### config.mk
export PLATFORM = sky130hd
export DESIGN_NAME = trng_ehr_fetch
export DESIGN_NICKNAME = d
export VERILOG_FILES = /design/src/rtl/trng_ehr_fetch.sv
export SDC_FILE = /design/constraint.sdc
export NUM_CORES = 1
export LEC_CHECK = 0
export ABC_AREA = 1
export CORE_MARGIN = 3
export CORE_UTILIZATION = 35
export DETAILED_ROUTE_END_ITERATION = 16
export PLACE_DENSITY = 0.6
export SETUP_SLACK_MARGIN = 0.4
export SLEW_MARGIN = 20
export SYNTH_ARGS = -nofsm -noshare
export SYNTH_HDL_FRONTEND = slang
export SYNTH_SLANG_ARGS = --single-unit
### constraint.sdc
create_clock -name rng_clk -period 4.7 [get_ports rng_clk]
set_clock_uncertainty 0.15 [all_clocks]
set_input_delay 0.94 -clock rng_clk [delete_from_list [all_inputs] [get_ports rng_clk]]
set_output_delay 0.94 -clock rng_clk [all_outputs]
set_load 0.02 [all_outputs]
### src/rtl/trng_ehr_fetch.sv
// trng_ehr_fetch: APB master that polls a TRNG status register and fetches the EHR words of one sample
// Ports: rng_clk / rst_n clock and asynchronous active-low reset; fetch_en level enable;
//   psel/penable/pwrite/paddr (out) and prdata/pready/pslverr (in) form the APB master;
//   rnd_data/rnd_valid/rnd_ready deliver a full sample; fetch_err pulses on a slave error;
//   fetch_busy is high whenever the block is not idle.
module trng_ehr_fetch #(
  parameter int          NUM_WORDS   = 6,
  parameter logic [11:0] EHR_BASE    = 12'h114,
  parameter logic [11:0] STATUS_ADDR = 12'h104,
  parameter int          POLL_GAP    = 8
) (
  input  logic                      rng_clk,
  input  logic                      rst_n,
  input  logic                      fetch_en,
  output logic                      psel,
  output logic                      penable,
  output logic                      pwrite,
  output logic [11:0]               paddr,
  input  logic [31:0]               prdata,
  input  logic                      pready,
  input  logic                      pslverr,
  output logic [32*NUM_WORDS-1:0]   rnd_data,
  output logic                      rnd_valid,
  input  logic                      rnd_ready,
  output logic                      fetch_err,
  output logic                      fetch_busy
);
  localparam int IW = NUM_WORDS > 1 ? $clog2(NUM_WORDS) : 1;
  localparam logic [IW-1:0] LAST = IW'(NUM_WORDS - 1);
  typedef enum logic [2:0] {IDLE, GAP, POLL_SETUP, POLL_ACCESS, RD_SETUP, RD_ACCESS, HOLD} state_t;
  state_t state_q, state_d;
  logic [7:0] gap_q, gap_d;
  logic [IW-1:0] idx_q, idx_d, idx_nxt;
  logic [11:0] paddr_q, paddr_d;
  logic [32*NUM_WORDS-1:0] buf_q, buf_d, rnd_data_q, rnd_data_d;
  logic err_q, err_d;
  assign idx_nxt    = idx_q + IW'(1);
  assign psel       = (state_q == POLL_SETUP) || (state_q == POLL_ACCESS) ||
                      (state_q == RD_SETUP) || (state_q == RD_ACCESS);
  assign penable    = (state_q == POLL_ACCESS) || (state_q == RD_ACCESS);
  assign pwrite     = 1'b0;
  assign paddr      = paddr_q;
  assign rnd_data   = rnd_data_q;
  assign rnd_valid  = state_q == HOLD;
  assign fetch_err  = err_q;
  assign fetch_busy = state_q != IDLE;
  // Words are gathered in a shadow buffer and published to rnd_data only with the
  // last capture, so an aborted sample never disturbs the previously delivered one.
  always_comb begin
    state_d    = state_q;
    gap_d      = gap_q;
    idx_d      = idx_q;
    paddr_d    = paddr_q;
    buf_d      = buf_q;
    rnd_data_d = rnd_data_q;
    err_d      = 1'b0;
    case (state_q)
      IDLE: if (fetch_en) begin
        state_d = GAP;
        gap_d   = 8'(POLL_GAP);
      end
      GAP:
        if (!fetch_en) state_d = IDLE;
        else if (gap_q == 8'd0) begin
          state_d = POLL_SETUP;
          paddr_d = STATUS_ADDR;
        end else gap_d = gap_q - 8'd1;
      POLL_SETUP: state_d = POLL_ACCESS;
      POLL_ACCESS: if (pready) begin
        if (pslverr) begin
          state_d = IDLE;
          err_d   = 1'b1;
        end else if (prdata[0]) begin
          state_d = RD_SETUP;
          idx_d   = '0;
          paddr_d = EHR_BASE;
        end else if (fetch_en) begin
          state_d = GAP;
          gap_d   = 8'(POLL_GAP);
        end else state_d = IDLE;
      end
      RD_SETUP: state_d = RD_ACCESS;
      RD_ACCESS: if (pready) begin
        if (pslverr) begin
          state_d = IDLE;
          err_d   = 1'b1;
        end else begin
          buf_d[{idx_q, 5'b0} +: 32] = prdata;
          if (idx_q == LAST) begin
            state_d    = HOLD;
            rnd_data_d = buf_d;
          end else begin
            state_d = RD_SETUP;
            idx_d   = idx_nxt;
            paddr_d = EHR_BASE + 12'({idx_nxt, 2'b00});
          end
        end
      end
      HOLD: if (rnd_ready) begin
        state_d = fetch_en ? GAP : IDLE;
        gap_d   = 8'(POLL_GAP);
      end
      default: state_d = IDLE;
    endcase
  end
  always_ff @(posedge rng_clk or negedge rst_n) begin
    if (!rst_n) begin
      state_q    <= IDLE;
      gap_q      <= '0;
      idx_q      <= '0;
      paddr_q    <= '0;
      buf_q      <= '0;
      rnd_data_q <= '0;
      err_q      <= 1'b0;
    end else begin
      state_q    <= state_d;
      gap_q      <= gap_d;
      idx_q      <= idx_d;
      paddr_q    <= paddr_d;
      buf_q      <= buf_d;
      rnd_data_q <= rnd_data_d;
      err_q      <= err_d;
    end
  end
endmodule

==> flow_metrics.tcl <==
set metrics [dict create \
    synth_flop_cell "dfrtp_1" \
    rsz0062_at_grt "no" \
    synth.avg_cell_area_um2 8.36 \
    ys_seq_elements 404 \
    cts.sinks 404 \
    grt_first_pass_wirelength_um 82000 \
    critical_path_class "reg -> reg" \
    drive_above_1_share_pct 4.73 \
    synth_top_area_cell "dfrtp_1" \
    synthTopCellsByArea "dfrtp_1, nand2_1, o21ai_0" \
    netlist_instances 2086 \
    ys_warn_count 0 \
    ios 248 \
    power.leakage_nw 9.95 \
    grt.met3_usage_pct 4.48 \
    cts_inserted_buffers 46 \
    p_sw_mw 2.72 \
    cp_max_fo 37 \
    hold_viol 0 \
    slowest_delay_ns 0.74 \
    routabilityCongestion 0.866 \
    root_buffer "clkbuf_16" \
    regToRegSetupSlack_ns 0.94 \
    setup_tns_ns 0 \
    postPlaceCellArea_mm2 0.0203 \
    critPathSlowestCell "nand3_2" \
    wl_per_cell_um 17.9 \
    met2_usage_pct 30.6 \
    clkPwrFrac_pct 39.0 \
    start_util_pct 35.5 \
    synth.most_common_cell "nand2_1" \
    postCtsHoldBufs 0 \
    r2r-start "idx_q[0]$_DFFE_PN0P_" \
    ys_seq_area_share_pct 58.0 \
    clk_latency_ns 0.57 \
    fin_nets 2316 \
    worstPathCellList "inv_2 > ha_1 > ha_1 > inv_1 > nor2_1 > nand3_2 > buf_4 > o21ai_0 > o21ai_0" \
    async_flop_share_pct 100 \
    maxSlewHeadroom_pct 34.8 \
    synth_common_cells "nand2_1, dfrtp_1, o21ai_0" \
    grt.busiest_layer "met2" \
    rows 81 \
    ant_nets 0 \
    instances_no_fill 2971 \
    r2r-end "rnd_data[159]$_DFFE_PN0P_" \
    peakVddDrop_v 0.000227 \
    antenna_found_initial 3 \
    coreArea_mm2 0.0491 \
    yosysTopAreaCellShare_pct 58.0 \
    place_hpwl_um 34700 \
    syn_area_mm2 0.0174 \
    arrival_ns 4.03 \
    syn2layout_area_growth_pct 25.3 \
    maxCapViolations 0 \
    die_h_um 229 \
    first_pass_iters 6 \
    htree_levels 2 \
    cts_tree "yes" \
    drt_iter0_markers 1383 \
    status "finished, final reports clean" \
    cts_resized 0 \
    grt_max_degree 178 \
    design_area_mm2 0.0218 \
    overflow 0 \
    synth_cell_types 29 \
    grt_pass1_vias 13555 \
    slew_viol_final 0 \
    drc 0 \
    worstMarginPinSlew_ns 0.974 \
    dieArea_mm2 0.0525 \
    switching_share_pct 29.5 \
    hp-class "in -> async" \
    seq_power_share_pct 43.4 \
    use_met1_pct 28.8 \
    finalPower_mw 9.23 \
    port-buffer-count 239 \
    dp_cells 2885 \
    setup_violations 0 \
    required_ns 4.97 \
    postCtsSetupRepairBufs 0 \
    final.min_clock_period_ns 3.76 \
    die-width_um 229 \
    pwr_density_cell_mw_per_mm2 422 \
    post-route-period-util_pct 79.9 \
    path_clk_slew_ns 0.06 \
    grt.total_usage_pct 20.1 \
    fmax_ghz 0.266 \
    wirelength_um 53300 \
    routed_via_density 4.85 \
    synth-edff-count 0 \
    combinationalPowerShare_pct 17.6 \
    vias 14422 \
    cts_buffer_depth 3 \
    internal_power_mw 6.50 \
    end_kind "flop" \
    reg2reg_depth 9 \
    cp-start-kind "flop" \
]
-- per-stage QoR --
| step | setup slack (ns) | hold slack (ns) | utilization (%) |
|---|---|---|---|
| floorplan | 2.26 | 0.292 | - |
| global route | 0.621 | 0.126 | 44.5 |
| CTS | 0.916 | 0.314 | 44.5 |
| finish | 0.943 | 0.117 | 44.5 |
| detailed placement | 0.865 | 0.300 | 41.4 |
| global placement | 0.960 | 0.297 | 41.4 |
-- power by group through the flow --
stage               combinational (mW)  sequential [mW]  clock, mW
finish                            1.62             4.00       3.60
global route                      1.88             4.04       3.84
CTS                               1.63             4.00       3.70
detailed placement                1.63             4.06          0
global placement                  1.58             4.04          0
floorplan                         1.12             4.02          0
-- critical path: cells and delay by family, from the launching register on --
kind / cells / cell delay, ns
and+or+nand+nor: 2 / 1.10
buffers and inverters: 3 / 0.72
DFF: 1 / 0.56
AOI/OAI and AO/OA: 2 / 0.39
adders and majority gates: 2 / 0.68
-- final cells by class --
type | instances | area [µm²]
clock buffer | 71 | 1410
timing repair buffer | 261 | 2650
clock inverter | 12 | 120
inverter | 126 | 480
multi-input combinational | 1431 | 6250
tap | 664 | 831
sequential | 404 | 10100
antenna | 2 | 5.00
fill | 4823 | 27200
-- state kept, by name, summed over array words and instances, names as in the netlist --
signal	flops
buf_q	192
fetch_err	1
gap_q	8
idx_q	3
paddr	5
rnd_data	192
state_q	3
-- kinds of logic after synthesis --
family                   count (synthesis)  share of synthesized area [%]
AND/OR/NAND/NOR                        889                           19.8
buffers and inverters                  258                           6.42
flip-flops                             404                           58.0
other                                    1                         0.0215
adder cells (fa/ha/maj)                  8                          0.574
AO/OA/AOI/OAI                          522                           15.0
XOR/XNOR                                 4                          0.201
-- worst max-delay path by stage --
stage | from | slack (ns) | depth (start not counted) | endpoint
finish | idx_q[0]$_DFFE_PN0P_ | 0.94 | 9 | rnd_data[159]$_DFFE_PN0P_
global placement | pready | 0.96 | 7 | rnd_data[48]$_DFFE_PN0P_
global route | idx_q[0]$_DFFE_PN0P_ | 0.62 | 9 | rnd_data[159]$_DFFE_PN0P_
detailed placement | pslverr | 0.87 | 8 | rnd_data[5]$_DFFE_PN0P_
CTS | idx_q[0]$_DFFE_PN0P_ | 0.92 | 9 | rnd_data[159]$_DFFE_PN0P_
floorplan | idx_q[0]$_DFFE_PN0P_ | 2.26 | 9 | buf_q[159]$_DFFE_PN0P_
-- layer usage --
layer / part of all wire [%] / vias to the layer above
met5: 0.084 / -
met3: 6.7 / 86
met2: 44 / 432
li1: - / 7043
met4: 2.7 / 6
met1: 46 / 6855
-- layout by cell type (no fill, tap or decap), types with 16 or more instances in the layout --
master and instances:
buf_4 16, o21ai_0 395, clkdlybuf4s50_1 238, o21ai_1 93
clkbuf_16 49, nor2_1 88, nand3_1 31, inv_1 121
a21oi_1 31, dfrtp_1 404, nand2_1 748
Note: power is estimated with default switching activity, not from simulation.
